$ cat src/rtl/dp_ctrl_pkg.sv
// Shared codes, FSM states and request legality for the bus datapath sequencer.
// Latency: n/a (types and a pure function only).
// Backpressure: n/a.
package dp_ctrl_pkg;

    typedef enum logic [1:0] {
        OP_LDI = 2'b00,
        OP_MOV = 2'b01,
        OP_ADD = 2'b10,
        OP_RSV = 2'b11
    } op_t;

    // Code value doubles as the bit index in the one-hot strobe vectors.
    typedef enum logic [1:0] {
        REG_RA = 2'b00,
        REG_RB = 2'b01,
        REG_R0 = 2'b10,
        REG_RZ = 2'b11
    } reg_t;

    typedef enum logic [2:0] {
        ST_IDLE,
        ST_T1,
        ST_T2,
        ST_DONE,
        ST_ERR
    } state_t;

    // RA is the adder's fixed operand and RZ its result, so neither is a
    // legal MOV/ADD destination; ADD from RZ would read and write RZ at once.
    function automatic logic is_legal(op_t op, reg_t src, reg_t dst);
        logic ok;
        ok = 1'b0;
        case (op)
            OP_LDI:  ok = 1'b1;
            OP_MOV:  ok = (dst == REG_RB || dst == REG_R0) && (src != dst);
            OP_ADD:  ok = (dst == REG_RB || dst == REG_R0) && (src != REG_RZ);
            default: ok = 1'b0;
        endcase
        return ok;
    endfunction

endpackage

$ cat src/rtl/dp_strobe_decode.sv
// Turns a register code plus enable into a one-hot strobe vector (RA,RB,R0,RZ).
// Latency: purely combinational.
// Backpressure: none; output follows inputs.
module dp_strobe_decode
    import dp_ctrl_pkg::*;
(
    input  reg_t       code,
    input  logic       en,
    output logic [3:0] vec
);

    // One bit per register, nothing when disabled.
    always_comb begin
        vec = 4'b0000;
        if (en) begin
            case (code)
                REG_RA:  vec = 4'b0001;
                REG_RB:  vec = 4'b0010;
                REG_R0:  vec = 4'b0100;
                REG_RZ:  vec = 4'b1000;
                default: vec = 4'b0000;
            endcase
        end
    end

endmodule

$ cat src/rtl/dp_sequencer.sv
// Control-step FSM issuing bus drive/load strobes for LDI, MOV and ADD micro-ops.
// Latency: ack 1 cycle after req; done 1+steps*(SETTLE_CYCLES+1) cycles after req.
// Backpressure: req is only sampled in IDLE; busy stays high until back in IDLE.
module dp_sequencer
    import dp_ctrl_pkg::*;
#(
    parameter int SETTLE_CYCLES = 0
) (
    input  logic       clock,
    input  logic       clear,
    input  logic       req,
    input  logic [1:0] op,
    input  logic [1:0] src,
    input  logic [1:0] dst,
    output logic       ack,
    output logic       busy,
    output logic       done,
    output logic       err,
    output logic       RZout,
    output logic       RAout,
    output logic       RBout,
    output logic       R0out,
    output logic       RZin,
    output logic       RAin,
    output logic       RBin,
    output logic       R0in
);

    localparam int CW = (SETTLE_CYCLES > 0) ? $clog2(SETTLE_CYCLES + 1) : 1;
    localparam logic [CW-1:0] CNT_LAST = CW'(SETTLE_CYCLES);

    state_t        state, state_nxt;
    logic [CW-1:0] cnt;
    op_t           op_q;
    reg_t          src_q, dst_q;
    logic          last;

    logic          drv_en, ld_en;
    reg_t          drv_code, ld_code;
    logic [3:0]    drv_vec, ld_vec;

    assign last = (cnt == CNT_LAST);

    // State, settle counter and latched micro-op; counter restarts on every state change.
    always_ff @(posedge clock) begin
        if (clear) begin
            state <= ST_IDLE;
            cnt   <= '0;
            op_q  <= OP_LDI;
            src_q <= REG_RA;
            dst_q <= REG_RA;
        end else begin
            state <= state_nxt;
            if (state_nxt != state)
                cnt <= '0;
            else if (state == ST_T1 || state == ST_T2)
                cnt <= cnt + 1'b1;
            if (state == ST_IDLE && req) begin
                op_q  <= op_t'(op);
                src_q <= reg_t'(src);
                dst_q <= reg_t'(dst);
            end
        end
    end

    // Next state plus Moore decode of handshake and strobe selects from registered state only.
    always_comb begin
        state_nxt = state;
        ack       = 1'b0;
        busy      = (state != ST_IDLE);
        done      = 1'b0;
        err       = 1'b0;
        drv_en    = 1'b0;
        drv_code  = REG_RA;
        ld_en     = 1'b0;
        ld_code   = REG_RA;
        case (state)
            ST_IDLE: begin
                if (req)
                    state_nxt = is_legal(op_t'(op), reg_t'(src), reg_t'(dst)) ? ST_T1 : ST_ERR;
            end
            ST_T1: begin
                ack      = (cnt == '0);
                // LDI loads RA from the immediate path, so nothing drives the bus.
                drv_en   = (op_q != OP_LDI);
                drv_code = src_q;
                ld_en    = last;
                ld_code  = (op_q == OP_LDI) ? REG_RA : (op_q == OP_ADD) ? REG_RZ : dst_q;
                if (last)
                    state_nxt = (op_q == OP_ADD) ? ST_T2 : ST_DONE;
            end
            ST_T2: begin
                drv_en   = 1'b1;
                drv_code = REG_RZ;
                ld_en    = last;
                ld_code  = dst_q;
                if (last)
                    state_nxt = ST_DONE;
            end
            ST_DONE: begin
                done      = 1'b1;
                state_nxt = ST_IDLE;
            end
            ST_ERR: begin
                ack       = 1'b1;
                err       = 1'b1;
                state_nxt = ST_IDLE;
            end
            default: state_nxt = ST_IDLE;
        endcase
    end

    // A single drive code guarantees at most one bus driver per cycle.
    dp_strobe_decode u_drv (.code(drv_code), .en(drv_en), .vec(drv_vec));
    dp_strobe_decode u_ld  (.code(ld_code),  .en(ld_en),  .vec(ld_vec));

    assign RAout = drv_vec[0];
    assign RBout = drv_vec[1];
    assign R0out = drv_vec[2];
    assign RZout = drv_vec[3];
    assign RAin  = ld_vec[0];
    assign RBin  = ld_vec[1];
    assign R0in  = ld_vec[2];
    assign RZin  = ld_vec[3];

endmodule

$ cat config.mk
export PLATFORM = sky130hd
export DESIGN_NAME = dp_sequencer
export DESIGN_NICKNAME = d
export VERILOG_FILES = /design/src/rtl/dp_ctrl_pkg.sv /design/src/rtl/dp_strobe_decode.sv /design/src/rtl/dp_sequencer.sv
export SDC_FILE = /design/constraint.sdc
export NUM_CORES = 1
export LEC_CHECK = 0
export CORE_MARGIN = 8
export CORE_UTILIZATION = 50
export CTS_BUF_LIST = sky130_fd_sc_hd__clkbuf_8
export CTS_CLUSTER_SIZE = 20
export DETAILED_ROUTE_END_ITERATION = 8
export MAX_ROUTING_LAYER = met4
export PLACE_DENSITY = 0.89
export SYNTH_ARGS = -nofsm -noshare
export SYNTH_HDL_FRONTEND = slang
export SYNTH_SLANG_ARGS = --single-unit
$ cat constraint.sdc
create_clock -name clock -period 2.22 [get_ports clock]
set_input_delay 0.333 -clock clock [delete_from_list [all_inputs] [get_ports clock]]
set_output_delay 0.333 -clock clock [all_outputs]
set_load 0.05 [all_outputs]
# Yosys cells after proc, flatten, opt, wreduce, memory -nomap -nowiden
# Index checks and enable logic that the tools add are counted.
totals:
  register_bits: 10
  out_inout_bits: 12
classes:
  n_reduce_logical: 14
  muxes: 22
  addsub: 1
  bitwise_logic: 1
  eq_ne: 18
op_table:
  columns: ["operator", "n"]
  rows:
  - ["$pmux W4 S4", 2]
  - ["$eq A2 B2 Y1 const B", 7]
  - ["$mux W3", 4]
  - ["$pmux W3 S3", 1]
  - ["$eq A2 B1 Y1 const B", 4]
  - ["$logic_not A2 Y1", 4]
  - ["$mux W4", 2]
  - ["$pmux W2 S2", 2]
  - ["$eq A3 B2 Y1 const B", 2]
  - ["$mux W1", 6]
  - ["$mux W2", 2]
  - ["$pmux W1 S2", 2]
  - ["$reduce_or A2 Y1", 2]
  - ["$eq A3 B1 Y1 const B", 1]
  - ["$eq A3 B3 Y1 const B", 1]
  - ["$logic_and A1 B1 Y1", 3]
  - ["$logic_not A3 Y1", 1]
  - ["$ne A3 B3 Y1", 1]
  - ["$pmux W1 S3", 1]
  - ["$reduce_bool A3 Y1", 1]
  - ["$logic_or A1 B1 Y1", 2]
  - ["$ne A2 B2 Y1", 1]
  - ["$ne A2 B2 Y1 const B", 1]
  - ["$reduce_bool A2 Y1", 1]
  - ["other kinds (2)", 2]

# Longest topological paths before layout
# Gate-level depths: netlist of the first run.
logic_depth:
  word_depth: 11
  depth_mapped: 6
  ltp_nobuf: 6

# By module
# A second synthesis of the first run with hierarchy kept.
unflattened:
  cells_unflattened: 94
  area_unflattened_um2: 709.4
modules_own_cells:
  columns: ["module", "area_each_um2", "cells_per_inst", "instances"]
  rows:
  - ["dp_sequencer", 634.4, 86, 1]
  - ["dp_strobe_decode", 37.5, 4, 2]

# Worst setup path before layout of the first run
# No wires, ideal clock.
synth_timing:
  path_kind: "flip-flop to output port"
  startpoint: "register state[1]"
  endpoint: "output RBout"
  required_time_ns: 1.887
  path_stages_with_launch: 4
  slack_ns: -0.283
  t_arrival_ns: 2.170
  path_buffers: 1
  cell_sequence: "dfxtp_1 > buf_2 > nand2b_1 > nor4_1"
synth_via:
  elab_chain_cells: 5
synth_lines:
  columns: ["item", "line", "rtl"]
  rows:
  - ["from (decl)", "dp_sequencer.sv:32", "state_t state, state_nxt;"]
  - ["from (signal assigned)", "dp_sequencer.sv:53", "state <= state_nxt;"]
  - ["$eq A3 B2 Y1 or $eq A3 B1 Y1 (tied branches)", "dp_sequencer.sv:77", "case (state)"]
  - ["$pmux W2 S2", "dp_sequencer.sv:77", null]
  - ["$eq A2 B2 Y1 (tied with other cells)", "dp_strobe_decode.sv:16", "case (code)"]
  - ["$pmux W4 S4", "dp_strobe_decode.sv:16", null]
  - ["$mux W4 (*)", "dp_strobe_decode.sv:15", "if (en) begin"]
  - ["to (decl)", "dp_sequencer.sv:21", "output logic RBout,"]
# Mark *: on every way between the ends. The rest lies on a longest branch, timed or not.

# Final worst setup path of the first run
layout_timing:
  startpoint: "register state[2]"
  endpoint: "output busy"
layout_via:
  elab_chain_cells: 1
layout_lines:
  columns: ["item", "line", "rtl"]
  rows:
  - ["$reduce_bool A3 Y1", "dp_sequencer.sv:70", "busy = (state != ST_IDLE);"]
  - ["to (decl)", "dp_sequencer.sv:16", "output logic busy,"]
# No other way between the ends.

==> metrics.csv, run 1 <==
metric,value,unit
GRT busiest layer,met2,
# setup viols final,0,
"commonest non-fill, non-tap cell in the layout",nand2_1,
top cell type's share of synthesized area,0.291,
post-synthesis sequential area ratio,0.291,
WP data required,1.89,ns
crit path buf inv count,2,
outcome,completed,
WL final,1890,µm
Vias,778,
Die W,53.1,µm
"Cell Area, Synth",687,µm²
nets,130,
Mean Syn Cell Area,7.16,µm²
Synth Area in XOR/XNOR,0,
clock buffer depth,2,
final cell utilization of the core,0.783,
Pint,0.000474,W
most frequent cells in the layout,"nand2_1 (16), a21oi_1 (13), dfxtp_1 (10), nor2_1 (9), clkdlybuf4s50_1 (9)",
WL/cell,14.3,µm
post-synthesis mux area share,0.0146,
Peak supply drop,0.501,mV
# hold bufs at CTS,0,
post-synthesis compound-gate area fraction,0.220,
Final min period,2.08,ns
CP Launch Type,flop,
Worst Clk Skew,0.00294,ns
IO buf count,20,
Worst path slowest cell,clkdlybuf4s50_1,
worst reg2reg setup slack,0.85,ns
Power Dens Cells,763,mW/mm²
Tightest Pin Transition,0.513,ns
Clock Latency Late Sink,0.24,ns
met2 Use GR,0.262,
largest family of logic cells by synthesized area,simple AND/OR/NAND/NOR gates,
total CTS buffers,3,
Final Wtd Congestion,0.798,
GR Layer Usage met3,0.0196,
simple-gate share of the synthesized area,0.355,
Final period util,0.935,
setup repair bufs after CTS,0,
largest net degree at the start of global routing,11,
setup_tns,0,ns
GR Overflow Total,0,
share of cells above drive strength 1,0.162,
Residual DRC,0,
cell family with most CP delay,buffers and inverters,
worst min path class,flop to flop,
router iterations before antenna repair,4,
starting density of the core,0.535,
CTS Root Cell,clkbuf_8,
crit-path max FO,10,
post-route ant nets,0,
Max Cap Violations,0,
initial antenna violation count,0,
Top-Level Pins,21,
Die H,53.1,µm
post-synth top area cell,dfxtp_1,
crit end category,primary output,
fillcell total,81,
core area,0.00128,mm²
Worst-path clk slew,0.05,ns
Vias/cell,5.89,
Starting DRT DRC Count,19,
Synth area leaders,"dfxtp_1 (29%), a21oi_1 (9.5%), nand2_1 (8.7%)",
area delta synth->final,46.4,%
Clock Sinks,10,
Clk pwr share,0.295,
htree depth,1,
crit path kind,flop to primary output,
Final HPWL DP,1390,µm
Post-Syn Instances,96,
Slew Limit Fails,0,
Synth cell types,31,
area occupied by multi-input gates,449,µm²
grt met1 use,0.154,
diode count,0,
max_slew headroom,0.657,
CP max stage delay,0.80,ns
Sw Share,0.382,
Highest Clock Rate,482,MHz
worst endpoint data arrival time,1.74,ns
Synthesized Nets,108,
Seq cells post-synth,10,
vias in the first global route,786,
logic gate share of total power,0.396,
RSZ-0062 raised after global routing,no,
gr usage total,0.149,
die area,0.00282,mm²
Flop pwr share,0.308,
first-pass GRT wire length,3210,µm
Reg area,200,µm²
Hold Fails Final Rpt,0,
Synth warnings,0,
row count,13,
CTS resizes,0,
Leak,0.423,nW
TritonCTS clock tree,done,
Post-Synth Adder-Cell Area,0.0546,
worst path cell trace,"nor3_2, inv_1, clkdlybuf4s50_1",
net switching power,0.000294,W
## flip-flops by register name (all words and copies together) (netlist names)
signal,flops
state,3
cnt,1
src_q,2
op_q,2
dst_q,2
## Yosys cell counts
cell,instances
a2111oi_2,1
a211oi_2,1
a21boi_1,1
a21oi_1,13
a22oi_1,1
a311oi_1,1
and2_1,1
and3_1,2
and3b_1,1
buf_1,1
buf_2,2
buf_4,1
dfxtp_1,10
ha_1,3
inv_1,6
mux2i_1,1
nand2_1,16
nand2b_1,4
nand3_1,1
nand3b_1,1
nor2_1,9
nor2b_1,3
nor3_1,4
nor3_2,1
nor3b_1,3
nor4_1,1
o21a_1,1
o21ai_0,2
o21ai_1,1
o22ai_1,2
or4_1,1
## area by class of cell
| cell class | instances | share of cell area |
|---|---|---|
| inverter | 6 | 0.0224 |
| sequential | 10 | 0.199 |
| timing repair buffer | 21 | 0.259 |
| multi-input combinational | 76 | 0.447 |
| tap | 15 | 0.0187 |
| clock buffer | 4 | 0.0547 |
## tightest hold or removal path, stage by stage, from the launching register on
cell,delay [ns]
dfxtp_1,0.31
nand2_1,0.06
a21oi_1,0.05
## per-layer routing
layer	wire length, µm	vias to the layer above
met5	0	-
met1	739	361
li1	-	376
met2	951	37
met4	44	0
met3	152	4
## per-stage QoR
stage               hold slack [ns]  setup WS, ns  cell area [µm²]  total power [W]  cells
floorplan                     0.445         0.218              693         0.000439     96
global placement              0.460         0.326              948         0.000530    128
detailed placement            0.463         0.284              948         0.000538    128
CTS                           0.471        0.0451             1000         0.000771    132
global route                  0.519        0.0804             1010         0.000808    132
finish                        0.473         0.143             1010         0.000768    132
## cell families (layout without fill, tap and decap cells)
logic type | Yosys count | count (layout)
adders and majority gates | 3 | 3
DFF | 10 | 10
muxes | 1 | 1
and+or+nand+nor | 48 | 48
buffers and inverters | 10 | 31
AOI/OAI and AO/OA | 24 | 24
## power groups by stage
stage                     clock network, W  registers [W]  logic [W]
after global routing              0.000241       0.000241   0.000326
final                             0.000227       0.000237   0.000304
after CTS                         0.000232       0.000235   0.000304
after detailed placement                 0       0.000238   0.000300
after global placement                   0       0.000236   0.000294
after floorplan                          0       0.000221   0.000218
## final timing paths
kind / from / to / depth (start not counted)
max: state[2]$_SDFF_PP0_ / busy / 3
min: src_q[0]$_SDFFE_PP0P_ / src_q[0]$_SDFFE_PP0P_ / 2
max reg2reg: state[1]$_SDFF_PP0_ / state[0]$_SDFF_PP0_ / 4
min reg2reg: src_q[0]$_SDFFE_PP0P_ / src_q[0]$_SDFFE_PP0P_ / 2
(Power assumes the default switching activity.)
==> inputs of run 2 (changes only) <==
REMOVE_ABC_BUFFERS = 1   (was unset)
==> run 2 against run 1 <==
Net effect:
- critical path depth unchanged
- worst hold slack better by 0.0094 ns
- non-clock buffer count did not move
- sequential share of layout area rose by 0.43 points
- clock skew decreased by 0.0025 ns
- critical path type unchanged
==> metrics.csv, run 2 (same netlist as run 1, synthesis figures left out) <==
metric,value,unit,change
outcome,completed,,
Final period util,0.963,,+0.0280
Tightest Pin Transition,0.504,ns,-0.00938 ns
Final Wtd Congestion,0.841,,+5.4%
Final min period,2.14,ns,+0.0622 ns
post-place setup slack,0.259,ns,-0.0251 ns
fillcell total,96,,+19%
Flop pwr share,0.306,,-0.002
worst min path class,flop to flop,,
Power Dens Cells,782,mW/mm²,+2.4%
Hold Fails Final Rpt,0,,unchanged
Clk pwr share,0.297,,+0.002
logic gate share of total power,0.397,,about the same
WL/cell,14.1,µm,-1.2%
IO buf count,20,,unchanged
hold path startpoint,dst_q[0]$_SDFFE_PP0P_,,
CTS Root Cell,clkbuf_8,,
Clock Sinks,10,,unchanged
dpl cell area,930,µm²,-2.0%
Die H,53.1,µm,unchanged
reg2reg start,state[1]$_SDFF_PP0_,,
Slew Limit Fails,0,,unchanged
# setup viols final,0,,unchanged
post-route ant nets,0,,unchanged
# hold bufs at CTS,0,,unchanged
Biggest register,state,,
Vias/cell,5.83,,-1.0%
Highest Clock Rate,468,MHz,-2.9%
worst hold stages,2,,unchanged
cells on worst reg2reg path,3,,-1
diode count,0,,unchanged
net switching power,0.000296,W,+0.72%
Clock Latency Late Sink,0.24,ns,about the same
vias in the first global route,709,,-9.8%
Residual DRC,0,,unchanged
Worst Slack Setup Final,0.0811,ns,-0.0622 ns
Pint,0.000474,W,about the same
setup repair bufs after CTS,0,,unchanged
share of cells above drive strength 1,0.154,,-0.00855
CP Launch Type,flop,,
Vias,770,,-1.0%
TritonCTS clock tree,done,,
crit path kind,flop to primary output,,
Die W,53.1,µm,unchanged
largest net degree at the start of global routing,11,,unchanged
Peak supply drop,0.597,mV,+19%
nets,130,,unchanged
WP data required,1.89,ns,about the same
row count,13,,unchanged
Leak,0.402,nW,-5.1%
GR Overflow Total,0,,unchanged
Final HPWL DP,1440,µm,+2.9%
router iterations before antenna repair,4,,unchanged
worst endpoint data arrival time,1.81,ns,+0.07 ns
max_slew headroom,0.663,,+0.00576
starting density of the core,0.535,,unchanged
most frequent cells in the layout,"nand2_1 (16), a21oi_1 (13), dfxtp_1 (10), clkdlybuf4s50_1 (10), nor2_1 (9)",,
"Design Area, Final",985,µm²,-2.1%
crit-path max FO,10,,unchanged
Worst Clk Skew,0.000461,ns,-0.00248 ns
RSZ-0062 raised after global routing,no,,
CTS resizes,0,,unchanged
core area,0.00128,mm²,unchanged
gr usage total,0.147,,-0.00132
WL final,1870,µm,-1.2%
die area,0.00282,mm²,unchanged
"commonest non-fill, non-tap cell in the layout",nand2_1,,
reg2reg end,state[2]$_SDFF_PP0_,,
total CTS buffers,3,,unchanged
worst reg2reg setup slack,0.82,ns,-0.03 ns
first-pass GRT wire length,3080,µm,-4.1%
area delta synth->final,43.4,%,
CP startpoint,state[2]$_SDFF_PP0_,,
Top-Level Pins,21,,unchanged
htree depth,1,,unchanged
hold endpoint,dst_q[0]$_SDFFE_PP0P_,,
number of flip-flops in the largest register,3,,unchanged
clock buffer depth,2,,unchanged
Max Cap Violations,0,,unchanged
Worst-path clk slew,0.05,ns,about the same
Sw Share,0.384,,+0.00172
initial antenna violation count,0,,unchanged
crit end category,primary output,,
Starting DRT DRC Count,17,,-2
[run 2: cell count changes in the layout (fill, tap and decap cells not counted), sizes merged]
| cell | previous run | this run |
|---|---|---|
| clkdlybuf4s50 | 9 | 10 |
| dlymetal6s2s | 1 | 0 |
[run 2: cell type report]
class | instances | area (µm²) | area share
Clock buffer | 4 | 55.1 | 0.0559
Inverter | 6 | 22.5 | 0.0229
Multi-Input combinational cell | 76 | 443 | 0.450
Sequential cell | 10 | 200 | 0.203
Tap cell | 15 | 18.8 | 0.0191
Timing Repair Buffer | 21 | 245 | 0.249
[run 2: power groups by stage]
stage / registers, W / clock network [W] / logic (W)
floorplan: 0.000229 / 0 / 0.000198
global placement: 0.000236 / 0 / 0.000296
detailed placement: 0.000237 / 0 / 0.000303
CTS: 0.000235 / 0.000228 / 0.000305
global route: 0.000239 / 0.000240 / 0.000330
finish: 0.000236 / 0.000228 / 0.000306
[run 2: critical path: stages, from the launching register on]
cell	delay, ns
dfxtp_1	0.51
inv_1	0.15
and3_1	0.21
clkdlybuf4s50_1	0.70
[run 2: layer usage]
layer,vias to the layer above,share of wire,track usage
li1,376,-,-
met1,354,0.43,0.159
met2,35,0.48,0.250
met3,5,0.075,0.0280
met4,0,0.018,0.0756
met5,-,0,-
[run 2: worst max path at each step]
stage	depth (start not counted)	endpoint	slack, ns
2_1_floorplan	2	RBout	-0.22
3_3_place_gp	6	state[2]$_SDFF_PP0_	0.35
3_5_place_dp	6	state[2]$_SDFF_PP0_	0.26
4_1_cts	3	done	0.1
5_1_grt	3	done	0.04
6_report	3	done	0.08
[run 2: per-stage QoR]
stage	util	setup TNS, ns	total power, W	std cells	hold WS [ns]
floorplan	-	-0.225	0.000427	92	0.402
global placement	0.723	0	0.000531	128	0.455
detailed placement	0.723	0	0.000540	128	0.464
CTS	0.766	0	0.000768	132	0.481
global route	0.766	0	0.000809	132	0.499
finish	0.766	0	0.000770	132	0.483
